$ cat config.mk
export PLATFORM = sky130hd
export DESIGN_NAME = factorial_ctrl_flat
export DESIGN_NICKNAME = d
export VERILOG_FILES = /design/src/rtl/factorial_pkg.sv /design/src/rtl/factorial_ctrl_if.sv /design/src/rtl/factorial_wait_cnt.sv /design/src/rtl/factorial_ctrl.sv /design/src/flat_wrapper.sv
export SDC_FILE = /design/constraint.sdc
export NUM_CORES = 1
export LEC_CHECK = 0
export CAP_MARGIN = 20
export CORE_AREA = 2 2 39 41
export DETAILED_ROUTE_END_ITERATION = 16
export DIE_AREA = 0 0 41 43
export GPL_ROUTABILITY_DRIVEN = 0
export GPL_TIMING_DRIVEN = 0
export PLACE_DENSITY = 0.65
export SLEW_MARGIN = 20
export SYNTH_ARGS = -nofsm -noshare
export SYNTH_HDL_FRONTEND = slang
export SYNTH_SLANG_ARGS = --single-unit
$ cat constraint.sdc
create_clock -name clk -period 4.1 [get_ports clk]
set_clock_uncertainty 0.05 [all_clocks]
set_input_delay 1.025 -clock clk [delete_from_list [all_inputs] [get_ports clk]]
set_output_delay 1.025 -clock clk [all_outputs]
set_load 0.01 [all_outputs]
$ cat src/rtl/factorial_pkg.sv
// rtl/factorial_pkg.sv - shared state encoding and default sizing for the factorial controller
package factorial_pkg;

    localparam int MUL_LAT_DEF = 1;
    localparam int WAIT_W_DEF  = 4;

    typedef enum logic [2:0] {
        S_IDLE  = 3'd0,
        S_INIT  = 3'd1,
        S_CHECK = 3'd2,
        S_MUL   = 3'd3,
        S_WB    = 3'd4,
        S_DONE  = 3'd5,
        S_ERR   = 3'd6
    } state_e;

endpackage

$ cat src/rtl/factorial_ctrl_if.sv
// rtl/factorial_ctrl_if.sv - requester/datapath handshake bundle for the factorial controller
interface factorial_ctrl_if;
    logic go;
    logic cnt_gt1;
    logic mul_ovf;
    logic load_cnt;
    logic dec_cnt;
    logic load_reg;
    logic sel_init;
    logic busy;
    logic done;
    logic err;

    modport master (
        output go, cnt_gt1, mul_ovf,
        input  load_cnt, dec_cnt, load_reg, sel_init, busy, done, err
    );

    modport slave (
        input  go, cnt_gt1, mul_ovf,
        output load_cnt, dec_cnt, load_reg, sel_init, busy, done, err
    );
endinterface

$ cat src/rtl/factorial_wait_cnt.sv
// rtl/factorial_wait_cnt.sv - loadable down-counter with zero flag for the multiplier wait
module factorial_wait_cnt #(
    parameter int W = 4
) (
    input  logic         clk,
    input  logic         rst,
    input  logic         load_i,
    input  logic [W-1:0] load_val_i,
    input  logic         dec_i,
    output logic         zero_o
);
    logic [W-1:0] cnt_q, cnt_d;

    always_comb begin
        cnt_d = cnt_q;
        if (load_i)
            cnt_d = load_val_i;
        else if (dec_i && cnt_q != '0)
            cnt_d = cnt_q - 1'b1;
    end

    always_ff @(posedge clk) begin
        if (rst)
            cnt_q <= '0;
        else
            cnt_q <= cnt_d;
    end

    assign zero_o = (cnt_q == '0);
endmodule

$ cat src/rtl/factorial_ctrl.sv
// rtl/factorial_ctrl.sv - factorial control FSM with Moore strobes; FACTORIAL_OVF_CHECK_EN adds the ERR state
module factorial_ctrl
    import factorial_pkg::*;
#(
    parameter int MUL_LAT = MUL_LAT_DEF,
    parameter int WAIT_W  = WAIT_W_DEF
) (
    input  logic              clk,
    input  logic              rst,
    factorial_ctrl_if.slave   bus
);
    localparam logic [WAIT_W-1:0] WAIT_INIT = WAIT_W'(MUL_LAT - 1);

    state_e state_q, state_d;
    logic   wait_load, wait_dec, wait_zero;

    factorial_wait_cnt #(.W(WAIT_W)) u_wait (
        .clk        (clk),
        .rst        (rst),
        .load_i     (wait_load),
        .load_val_i (WAIT_INIT),
        .dec_i      (wait_dec),
        .zero_o     (wait_zero)
    );

    always_ff @(posedge clk) begin
        if (rst)
            state_q <= S_IDLE;
        else
            state_q <= state_d;
    end

    always_comb begin
        state_d   = state_q;
        wait_load = 1'b0;
        wait_dec  = 1'b0;
        case (state_q)
            S_IDLE:  if (bus.go) state_d = S_INIT;
            S_INIT:  state_d = S_CHECK;
            S_CHECK: begin
                if (bus.cnt_gt1) begin
                    state_d   = S_MUL;
                    wait_load = 1'b1;
                end else begin
                    state_d = S_DONE;
                end
            end
            S_MUL: begin
                if (wait_zero) begin
`ifdef FACTORIAL_OVF_CHECK_EN
                    state_d = bus.mul_ovf ? S_ERR : S_WB;
`else
                    state_d = S_WB;
`endif
                end else begin
                    wait_dec = 1'b1;
                end
            end
            S_WB:    state_d = S_CHECK;
            S_DONE:  state_d = S_IDLE;
            default: state_d = S_IDLE;
        endcase
    end

    always_comb begin
        bus.load_cnt = 1'b0;
        bus.dec_cnt  = 1'b0;
        bus.load_reg = 1'b0;
        bus.sel_init = 1'b0;
        bus.done     = 1'b0;
        bus.busy     = (state_q != S_IDLE);
        case (state_q)
            S_INIT: begin
                bus.load_cnt = 1'b1;
                bus.load_reg = 1'b1;
                bus.sel_init = 1'b1;
            end
            S_WB: begin
                bus.load_reg = 1'b1;
                bus.dec_cnt  = 1'b1;
            end
            S_DONE:  bus.done = 1'b1;
            default: ;
        endcase
    end

`ifdef FACTORIAL_OVF_CHECK_EN
    logic err_q, err_d;

    // Set on entry to ERR, cleared on entry to INIT so a new run starts clean.
    always_comb begin
        err_d = err_q;
        if (state_d == S_ERR)
            err_d = 1'b1;
        else if (state_d == S_INIT)
            err_d = 1'b0;
    end

    always_ff @(posedge clk) begin
        if (rst)
            err_q <= 1'b0;
        else
            err_q <= err_d;
    end

    assign bus.err = err_q;
`else
    logic unused_mul_ovf;
    assign unused_mul_ovf = bus.mul_ovf;
    assign bus.err        = 1'b0;
`endif
endmodule
$ cat src/flat_wrapper.sv
// flat-port wrapper written by rule: the top's interface ports become plain ports
module factorial_ctrl_flat import factorial_pkg::*;
#(
    parameter int MUL_LAT = MUL_LAT_DEF,
    parameter int WAIT_W  = WAIT_W_DEF
)
  (clk, rst, bus_go, bus_cnt_gt1, bus_mul_ovf, bus_load_cnt, bus_dec_cnt, bus_load_reg, bus_sel_init, bus_busy, bus_done, bus_err);
  factorial_ctrl_if bus_i ();
  input  logic clk;
  input  logic rst;
  input wire logic [$bits(bus_i.go)-1:0] bus_go;
  input wire logic [$bits(bus_i.cnt_gt1)-1:0] bus_cnt_gt1;
  input wire logic [$bits(bus_i.mul_ovf)-1:0] bus_mul_ovf;
  output wire logic [$bits(bus_i.load_cnt)-1:0] bus_load_cnt;
  output wire logic [$bits(bus_i.dec_cnt)-1:0] bus_dec_cnt;
  output wire logic [$bits(bus_i.load_reg)-1:0] bus_load_reg;
  output wire logic [$bits(bus_i.sel_init)-1:0] bus_sel_init;
  output wire logic [$bits(bus_i.busy)-1:0] bus_busy;
  output wire logic [$bits(bus_i.done)-1:0] bus_done;
  output wire logic [$bits(bus_i.err)-1:0] bus_err;
  assign bus_i.go = bus_go;
  assign bus_i.cnt_gt1 = bus_cnt_gt1;
  assign bus_i.mul_ovf = bus_mul_ovf;
  assign bus_load_cnt = bus_i.load_cnt;
  assign bus_dec_cnt = bus_i.dec_cnt;
  assign bus_load_reg = bus_i.load_reg;
  assign bus_sel_init = bus_i.sel_init;
  assign bus_busy = bus_i.busy;
  assign bus_done = bus_i.done;
  assign bus_err = bus_i.err;
  factorial_ctrl #(.MUL_LAT(MUL_LAT), .WAIT_W(WAIT_W)) u_core (.clk(clk), .rst(rst), .bus(bus_i));
endmodule
# ---- Word-level counts from Yosys, hierarchy flattened
# Index checks and enable logic that the tools add are counted.
dict set report word_totals {
  regBits 7
  latchBits 0
  ramBits 0
  romBits 0
  out_inout_bits 7
  word_cells 30
  mem_count 0
}
dict set report op_classes {
  addsub 1
  n_mul 0
  n_div 0
  magnitude_cmp 0
  n_eq_ne 7
  n_shift 0
  muxes 12
  n_bitwise 0
  reduce_logical 8
}
# operator n
set ops {}
lappend ops {{$pmux W3 S4} 1}
lappend ops {{$mux W3} 3}
lappend ops {{$mux W1} 8}
lappend ops {{$eq A3 B2 Y1 const B} 2}
lappend ops {{$eq A3 B3 Y1 const B} 2}
lappend ops {{$logic_not A4 Y1} 1}
lappend ops {{$ne A2 B2 Y1 const B} 2}
lappend ops {{$reduce_bool A4 Y1} 1}
lappend ops {{$reduce_or A2 Y1} 2}
lappend ops {{$sub A4 B1 Y4 const B} 1}
lappend ops {{$eq A3 B1 Y1 const B} 1}
lappend ops {{$logic_not A3 Y1} 1}
lappend ops {{$reduce_bool A3 Y1} 1}
lappend ops {{$reduce_and A2 Y1} 1}
lappend ops {{$logic_and A1 B1 Y1} 1}

# ---- Logic depth before layout (Yosys ltp)
dict set report depth {
  word_depth 4
  depth_mapped 5
  ltp_nobuf 5
}

# ---- By module
# A second synthesis with hierarchy kept.
dict set report unflattened {
  hier_cells 53
  hier_area_um2 490.5
}
# mod instances cells_each area_each_um2
set by_module_without_submodules {}
lappend by_module_without_submodules {factorial_wait_cnt 1 29 262.8}
lappend by_module_without_submodules {factorial_ctrl 1 24 227.7}

# ---- Worst setup path after synthesis
# No wires, ideal clock.
dict set report synth_path {
  kind {register to output}
  startpoint {reg u_core.state_q[1]}
  endpoint {out bus_load_reg}
  arrival_time_ns 1.172
  t_required_ns 3.025
  slack_ns 1.853
  stages_incl_launch_ff 4
  path_cell_list {dfxtp_1 and2b_2 and2b_1 or2_2}
}
dict set report synth_between {
  elab_chain_cells 3
  elab_cells_between_ends 4
  classes_between {eq/ne: 2; mux: 1; reduce/logical: 1}
}
# item line_no
set synth_lines {}
lappend synth_lines {{start, declared} factorial_ctrl.sv:14} ;# state_e state_q, state_d;
lappend synth_lines {{start signal, assigned} factorial_ctrl.sv:30} ;# state_q <= state_d;
lappend synth_lines {{$eq A3 B3 Y1 or $eq A3 B1 Y1 (tied branches)} factorial_ctrl.sv:72} ;# case (state_q)
lappend synth_lines {{$reduce_or A2 Y1 (no line) (*)} --}
lappend synth_lines {{$mux W1 (*)} factorial_ctrl.sv:72}
lappend synth_lines {{end, declared} flat_wrapper.sv:16} ;# output wire logic [$bits(bus_i.load_reg)-1:0] bus_load_reg;
# Every way passes the cells marked *; elsewhere a longest branch is shown, timed or not.

# ---- Worst setup path in the final report
# Same ends and word-level chain as after synthesis.

==> results.yml <==
synth:
  yosysUniqueCellTypes: 23
  netlist.top_cell.by_area: "dfxtp_1"
  mappedNetlistNets: 52
  synthCells: 46
  synthTopCellsByArea: "dfxtp_1 (35%), nor3b_1 (7.4%), a21oi_1 (6.2%), o21ai_0 (6.2%), nand3b_4 (5.0%)"
  yosysWarnings: 0
  ys_seq_area_share_pct: 34.7
  synth_top_area_share_pct: 34.7
  ys_ff_latch: 7
  netlist_area_um2: 404
  syn_area_per_cell_um2: 8.79
layout:
  nets: 66
  n_fill_cell: 149
  antennaDiodeCount: 0
  area_growth_pct: 33.7
  drive_gt1_share_pct: 22.0
  multi_input_area_um2: 238
  seq_area_um2: 140
power:
  power.share.sequential_pct: 44.3
  leakagePower_nw: 0.235
  internal_power_uw: 129
  p_clk_share_pct: 36.2
  comb_power_share_pct: 19.5
  fin_total_pwr_uw: 171
  peakVddDrop_uv: 202
  switching_share_pct: 24.5
  p_per_area_nw_per_um2: 317
  power_switching_uw: 42.0
job:
  cap_violations: 0
grt:
  grt_overflow: 0
  grt_pass1_wl_um: 1150
  grt_max_degree: 10
  track_usage_pct: 9.97
  grt_pass1_vias: 296
  antenna_found_initial: 0
routing:
  met2_wirelength_um: 310
  num_vias: 360
  avgRoutedWirePerCell_um: 9.85
  first_iter_violations: 5
  top_layer_used: "met3"
  wl_um: 739
  ant_nets: 0
  drtPass1Iterations: 4
  drt-vias-per-instance: 4.80
  drc: 0
  wl_met1_um: 360
  wl_met3_um: 68
timing:
  fin_setup_tns_ns: 0
  max_freq_mhz: 336
  relSlewSlack_pct: 64.9
  worst_pin_slew_ns: 0.526
  fin_crit_ns: 2.98
  setup_violations: 0
  whs_ns: 0.438
  rsz0062_at_grt: "false"
  drv_slew: 0
  hold_viol: 0
  finalCritPeriodShare_pct: 72.7
critical_path:
  critPathSlowestCell: "dfxtp_1"
  path_max_fanout: 9
  cpPeakStageDelay_ns: 0.48
  worst_setup_path_start_kind: "flip-flop"
  critPathCaptureType: "output pin"
  critPathBufInv: 1
  crit_family: "simple AND/OR/NAND/NOR gates"
  setup.worst_path.class: "flip-flop to output pin"
  required_ns: 3.02
  crit_chain: "and2b_2, and2b_1, or2_2, clkdlybuf4s50_1"
  crit_arrival_ns: 1.90
floorplanning:
  fp.dieW_um: 41
  pin_count: 12
  fp.dieArea_um2: 1760
  fp.dieH_um: 43
  core_region_area_um2: 1380
  start_util_pct: 29.2
  row_count: 14
cts:
  cts_resized: 0
  clk_pin_slew_ns: 0.05
  cts_buffers: 3
  cts_tree: "built"
  cts-htree-levels: 1
  clock-sinks: 7
  cts_hold_buf: 0
  cts_buffer_depth: 2
  post_cts_buffers: 0
  cts-root-buf: "clkbuf_4"
  clkLatencyLatePin_ns: 0.25
hold_path:
  hold_path_class: "flip-flop to flip-flop"
placement:
  io_buffers: 9
  dpl.hpwl_um: 560
run_status:
  status: "complete, no violations"
-- power groups by stage --
stage	clock [mW]	sequential, mW	combinational (mW)
after floorplan	0	0.0760	0.0182
after global placement	0	0.0773	0.0333
after detailed placement	0	0.0774	0.0337
after CTS	0.0650	0.0760	0.0338
after global routing	0.0698	0.0762	0.0365
final	0.0621	0.0759	0.0335
-- routing by layer --
metal | track usage [%] | vias up
met5 | 0 | -
met4 | 4.00 | 0
met3 | 7.85 | 0
li1 | - | 192
met1 | 12.0 | 156
met2 | 12.8 | 12
-- state kept, by name, summed over array words and instances (netlist names) --
signal,flops
u_core.state_q,3
u_core.u_wait.cnt_q,4
-- cell families after synthesis --
group           share of synthesized area (%)
compound gates                           18.3
flops                                    34.7
fa+ha+maj                                3.10
simple gates                             36.5
buf+inv                                  6.50
other cells                             0.928
-- stage by stage --
stage | cells | worst slack [ns] | instance area, um2 | utilization (%)
6_report | 75 | 1.12 | 541 | 39.1
5_1_grt | 75 | 1.05 | 541 | 39.1
4_1_cts | 75 | 1.10 | 541 | 39.1
3_5_place_dp | 71 | 1.38 | 514 | 37.2
3_3_place_gp | 71 | 1.39 | 514 | 37.2
2_1_floorplan | 46 | 1.85 | 404 | -
-- worst reg2reg max path: cells and delay by family, from the launching register on --
| family | cells | cell delay [ns] |
|---|---|---|
| simple gates | 2 | 0.69 |
| flops | 1 | 0.35 |
| fa+ha+maj | 1 | 0.20 |
| buf+inv | 1 | 0.05 |
| compound gates | 1 | 0.14 |
-- cell usage after synthesis --
| master | count |
|---|---|
| dfxtp_1 | 7 |
| a21oi_1 | 5 |
| o21ai_0 | 5 |
| nor3b_1 | 4 |
| inv_1 | 3 |
| buf_4 | 2 |
| or2_2 | 2 |
| or3_2 | 2 |
| or4_1 | 2 |
| a211oi_1 | 1 |
| a31o_2 | 1 |
| and2_1 | 1 |
| and2b_1 | 1 |
| and2b_2 | 1 |
| and3_1 | 1 |
| and3b_2 | 1 |
| conb_1 | 1 |
| ha_1 | 1 |
| nand2b_1 | 1 |
| nand3b_4 | 1 |
| nor2_1 | 1 |
| o31ai_1 | 1 |
| or3_1 | 1 |
-- final timing paths --
kind                          start                     end  slack [ns]  cells after the start
max reg2reg  u_core.u_wait.cnt_q[0]  u_core.u_wait.cnt_q[3]        2.54                      5
min reg2reg  u_core.u_wait.cnt_q[1]  u_core.u_wait.cnt_q[1]        0.44                      2
max               u_core.state_q[1]            bus_load_reg        1.12                      4
min          u_core.u_wait.cnt_q[1]  u_core.u_wait.cnt_q[1]        0.44                      2
-- final cells by class --
type                       instances  share of cell area (%)
sequential                         7                    25.9
clock buffer                       4                    4.86
inverter                           3                    2.08
buffer                             2                    2.78
tap                               16                    3.70
multi-input combinational         34                    44.0
timing repair buffer               9                    16.7
-- layout by cell type, fill, tap and decap left out, types with 2 or more instances in the layout --
cell type,instances
o21ai_0,5
buf_4,2
or3_2,2
or2_2,2
nor3b_1,4
a21oi_1,5
inv_1,3
clkdlybuf4s50_1,9
dfxtp_1,7
clkbuf_4,3
or4_1,2
No activity file was read; power rests on OpenSTA's default activity.
==> RTL change 1, RTL diff (same flow settings) <==
Build with the macro `FACTORIAL_OVF_CHECK_EN` defined.
--- a/src/rtl/factorial_ctrl.sv
+++ b/src/rtl/factorial_ctrl.sv
@@ -1,4 +1,6 @@
 // rtl/factorial_ctrl.sv - factorial control FSM with Moore strobes; FACTORIAL_OVF_CHECK_EN adds the ERR state
+`define FACTORIAL_OVF_CHECK_EN
+
 module factorial_ctrl
     import factorial_pkg::*;
 #(
Function: changed (Yosys sat finds a counterexample within 10 cycles, from zero or initial values and one cycle with rst high).
==> RTL change 1 against the original RTL <==
- total power is 14% higher
- cell area is 17% higher
- wire length is 27% higher
- die area stayed put
- worst setup slack better by 0.24 ns
- sequential cell count is 1 higher
- worst hold slack better by 0.021 ns
- via count is 21% higher
- sequential share of layout area is 0.63 points lower
- synthesized area is 19% higher
- critical path type unchanged
- highest routed layer is now met4
==> RTL change 1: results (changes against the original RTL) <==
The tools report the leakage power total as 0.2739 nW (+16%). Fraction of area in registers: 0.2530 (-0.006294). The share of the final layout cell area in multi-input gates was 0.4170 (-0.02282).

Share of total power consumed by net switching: 0.2678 (+0.02277). The number of synthesized register bits is 8 (+1). The tools report the hold path startpoint as u_core.u_wait.cnt_q[0]$_SDFFE_PP0P_. The maximum clock rate was 0.3654 GHz (+8.8%). The length of routed met2 wiring is 440 microns (+42%), and the maximum single-stage delay on the critical path is 0.52 ns (+0.04 ns).

The commonest cells after synthesis are 8 x sky130_fd_sc_hd__dfxtp_1, 6 x sky130_fd_sc_hd__o21ai_0, 5 x sky130_fd_sc_hd__a21oi_1, 5 x sky130_fd_sc_hd__inv_1, 4 x sky130_fd_sc_hd__nor3b_1. The mean instance size in the synthesized netlist works out to 8.580 sq um (-2.3%). The smallest hold slack was 0.4588 ns (+0.02106 ns). The tools report the sum of net half-perimeters after detailed placement as 710.8 microns (+27%). The highest layer touched by signal routing is met4.

The net total in the final layout is 78 (+18%). Compound-cell area share of the yosys netlist: 0.2292 (+0.04650). The highest ir drop seen on vdd came out at 0.2020 mV (about the same). The tools report the number of cells in the design after placement as 83 (+17%). Capturing element of the worst setup path: bus_sel_init. Register area share after synthesis: 0.3333 (-0.01342). The total met3 wirelength after detailed routing came out at 31 microns (-54%). For the count of multi-input gates, the log shows 38 (+12%). The critical path starts at u_core.state_q[0]$_SDFF_PP0_.

The run finished with clean final reports. For hold timing, the worst endpoint is u_core.u_wait.cnt_q[0]$_SDFFE_PP0P_. The run gives 1642 microns (+43%) as the global-route wire length before repair.

The run gives 86 (+15%) as the number of cells in the finished layout apart from fillers. The tools report the routed length on met1 as 459 microns (+28%). The tools report the number of global-route vias before repair as 378 (+28%). The pre-CTS worst setup slack is 1.626 ns (+0.2439 ns), and the gate count after technology mapping is 56 (+22%). The proportion of final cell area spent on non-clock buffers came out at 0.2332 (+0.03876). The tools report the total combinational power as 0.0000531 W (+59%).

The global router's overall resource usage was 0.1371 (+0.03740). The adder-cell share of the synthesized area works out to 0.02604 (-0.004918). The power attributed to sequential cells was 0.0000817 W (+7.6%); the routed via count divided by cell count was 5.047 (+5.1%). The average wire length per cell after detail routing was 10.92 microns (+11%). The layout buffer count excluding clock buffers came out at 16 (+5).

The maximum fanout encountered on the critical timing path is 10 (+1), and the slew at the pin with the worst max-slew slack is 0.5466 ns (+0.02047 ns). The initial DRC count was 3 (-2). The number of I/O port buffers was 11 (+2); the clock transition at the register clock pins on the worst setup and hold paths after CTS was 0.05 ns (about the same). Largest net degree at the start of global routing: 11 (+1).

The tools report the number of distinct standard cells referenced by the synthesized netlist as 28 (+22%).
[RTL change 1: cell types whose count changed after synthesis, moves of 2 or more]
cell                      delta
sky130_fd_sc_hd__nor2_1      +2
sky130_fd_sc_hd__or3_2       -2
sky130_fd_sc_hd__inv_1       +2
sky130_fd_sc_hd__or2_2       -2
sky130_fd_sc_hd__and3b_1     +2
[RTL change 1: cell families (layout without fill, tap and decap cells)]
family | count (synthesis) | after routing
compound gates | 18 | 18
simple gates | 18 | 18
buf+inv | 10 | 24
flops | 8 | 8
fa+ha+maj | 1 | 1
xor+xnor | 1 | 1
[RTL change 1: worst max-delay path: cells and delay by family (launching register included)]
| family | cells | cell delay, ns |
|---|---|---|
| simple gates | 1 | 0.27 |
| buf+inv | 3 | 0.83 |
| flops | 1 | 0.30 |
[RTL change 1: metal layers]
| metal | global-route usage | up-vias |
|---|---|---|
| li1 | - | 230 |
| met2 | 0.1844 | 8 |
| met1 | 0.1824 | 194 |
| met3 | 0.06283 | 2 |
| met5 | 0 | - |
| met4 | 0.06000 | 0 |
==> RTL change 2, RTL diff (same settings) <==
Made on the original files. The 7 states of `state_e` get a Gray code encoding in 3 bits.
--- a/src/rtl/factorial_pkg.sv
+++ b/src/rtl/factorial_pkg.sv
@@ -5,13 +5,13 @@
     localparam int WAIT_W_DEF  = 4;
 
     typedef enum logic [2:0] {
-        S_IDLE  = 3'd0,
-        S_INIT  = 3'd1,
-        S_CHECK = 3'd2,
-        S_MUL   = 3'd3,
-        S_WB    = 3'd4,
-        S_DONE  = 3'd5,
-        S_ERR   = 3'd6
+        S_IDLE  = 3'b000,
+        S_INIT  = 3'b001,
+        S_CHECK = 3'b011,
+        S_MUL   = 3'b010,
+        S_WB    = 3'b110,
+        S_DONE  = 3'b111,
+        S_ERR   = 3'b101
     } state_e;
 
 endpackage
Function: no difference found for any inputs over 10 cycles, from zero or initial values and one cycle with rst high; not proved beyond that.
==> RTL change 2 against the original RTL <==
- total power is 4.1% higher
- sequential cell count is the same
- synthesized area is 0.31% higher
- worst setup slack better by 0.15 ns
- cell area up 0.23%
- maximum frequency is 5.4% higher
- non-clock buffer count increased by 2
- wire length increased by 7.7%
- final cell count is 4.0% higher
- critical path type unchanged
- critical endpoint unchanged
- largest power group unchanged
==> RTL change 2: results (changes against the original RTL) <==
The global-route wire length before repair is 1179 microns (+2.3%), and the first-pass iteration count of the detailed router is 4 (unchanged). The count of flip-flops with a built-in enable after synthesis was 0 (unchanged). The post-CTS setup buffer count was 0 (unchanged).

Counting instances in the post-synthesis netlist gives the leading cell types as 7 x sky130_fd_sc_hd__dfxtp_1, 5 x sky130_fd_sc_hd__a21oi_1, 4 x sky130_fd_sc_hd__inv_1, 4 x sky130_fd_sc_hd__o21ai_0, 3 x sky130_fd_sc_hd__or3_2. The launch point of the worst path is u_core.state_q[2]$_SDFFE_PP0P_. The number of global-route vias before repair is 304 (+2.7%), and the synthesized netlist net count is 55 (+5.8%).

The startpoint identified for the worst hold timing path is u_core.u_wait.cnt_q[3]$_SDFFE_PP0P_. The fraction of layout instances using a drive strength above 1 is 0.2258 (+0.005467), and the maximum single-stage delay on the critical path is 0.52 ns (+0.04 ns). The number of clock buffers inserted by TritonCTS is 3 (unchanged), and the number of warnings issued by yosys is 0 (unchanged).

Number of H-tree levels: 1 (unchanged). The clock transition at the register clock pins on the worst setup and hold paths after CTS came out at 0.05 ns (about the same). CTS placed an instance of sky130_fd_sc_hd__clkbuf_4 at the clock tree root. The register area share after synthesis came out at 0.3457 (-0.001070). For the leakage power total, the log shows 0.2149 nW (-8.7%).

The run gives 1.75 ns (-0.15 ns) as the data arrival time at the worst-slack endpoint. The run finished with clean final reports. For the count of antenna diodes in the layout, the log shows 0 (unchanged). The largest net degree at the start of global routing came out at 11 (+1). Yosys attributes the largest share of cell area to sky130_fd_sc_hd__dfxtp_1 35%, sky130_fd_sc_hd__a21oi_1 6.2%, sky130_fd_sc_hd__or3_2 5.6%. The relative slew slack was 0.6032 (-0.04531).

The async set-or-reset flop fraction in the synthesized netlist is 0 (unchanged). The min-delay analysis places its worst path in the category flop to flop. The logs give 0.1074 (+0.007732) for the global router's overall resource usage and 377 (+4.7%) for the detailed-route via count. For the number of distinct standard cells referenced by the synthesized netlist, the log shows 24 (+4.3%). In this design, the largest share of critical-path delay is due to buffers and inverters.

The highest ir drop seen on vdd is 0.1602 mV (-21%), and the net total in the final layout is 69 (+4.5%). The number of I/O port buffers works out to 9 (unchanged). For the insertion delay of the later-clocked pin in the worst-skew pair, the log shows 0.25 ns (about the same). Share of total power consumed by net switching: 0.2558 (+0.01076). The average wire length per cell after detail routing came out at 10.21 microns (+3.6%). The slowest cell on the critical path is sky130_fd_sc_hd__clkdlybuf4s50_1. The maximum fanout encountered on the critical timing path came out at 8 (-1). The post-cts repair resize count is 0 (unchanged), and the buffer levels on the longest clock path is 2 (unchanged). The initial antenna violation count is 0 (unchanged).

For this run, the leading register cell type out of synthesis is sky130_fd_sc_hd__dfxtp_1. The run gives 5 (unchanged) as the initial DRC count.
==> RTL change 2: worst reg2reg max path, stage by stage, from the launching register on <==
cell,delay (ns)
sky130_fd_sc_hd__dfxtp_1,0.44
sky130_fd_sc_hd__or3b_1,0.36
sky130_fd_sc_hd__clkbuf_2,0.16
sky130_fd_sc_hd__or4_1,0.48
sky130_fd_sc_hd__a21oi_1,0.15
==> RTL change 2: metrics by stage <==
stage	util	cells	setup slack, ns	total power (W)	cell area (sq um)
2_1_floorplan	-	49	1.983	0.00009877	405.4
3_3_place_gp	0.3725	74	1.565	0.0001164	515.5
3_5_place_dp	0.3725	74	1.558	0.0001166	515.5
4_1_cts	0.3915	78	1.254	0.0001827	541.8
5_1_grt	0.3915	78	1.168	0.0001905	541.8
6_report	0.3915	78	1.274	0.0001785	541.8
==> RTL change 2: cells by family after synthesis <==
logic type | count (synthesis) | synth area share
AOI/OAI and AO/OA | 14 | 0.2068
adders and majority gates | 1 | 0.03086
buffers and inverters | 8 | 0.1142
DFF | 7 | 0.3457
other | 1 | 0.009250
and+or+nand+nor | 18 | 0.2932
==> RTL change 2: routing by layer <==
layer  share of wire  GRT usage  vias to the layer above
met5               0          0                        -
met2            0.46     0.1438                       14
li1                -          -                      194
met4           0.014    0.08000                        0
met1            0.44     0.1061                      167
met3           0.089    0.08377                        2
==> RTL change 2: layout make-up <==
class                           instances  area, sq um
Timing Repair Buffer                    9        90.09
Clock buffer                            4        26.28
Multi-Input combinational cell         34        219.0
Inverter                                4        15.01
Tap cell                               16        20.02
Fill cell                             145        842.1
Sequential cell                         7        140.1
Buffer                                  4        31.28
==> RTL change 2: power by group through the flow <==
stage	clock (W)	sequential, W	combinational [W]
detailed placement	0	0.0000759	0.0000407
finish	0.0000631	0.0000746	0.0000408
floorplan	0	0.0000750	0.0000237
global route	0.0000713	0.0000751	0.0000441
global placement	0	0.0000758	0.0000406
CTS	0.0000670	0.0000745	0.0000412
==> RTL change 2: worst paths after layout <==
path                                               to  slack (ns)  depth (start not counted)
hold reg to reg   u_core.u_wait.cnt_q[3]$_SDFFE_PP0P_        0.44                          2
setup / recovery                         bus_load_reg        1.27                          5
setup reg to reg  u_core.u_wait.cnt_q[3]$_SDFFE_PP0P_        2.40                          4
hold / removal    u_core.u_wait.cnt_q[3]$_SDFFE_PP0P_        0.44                          2
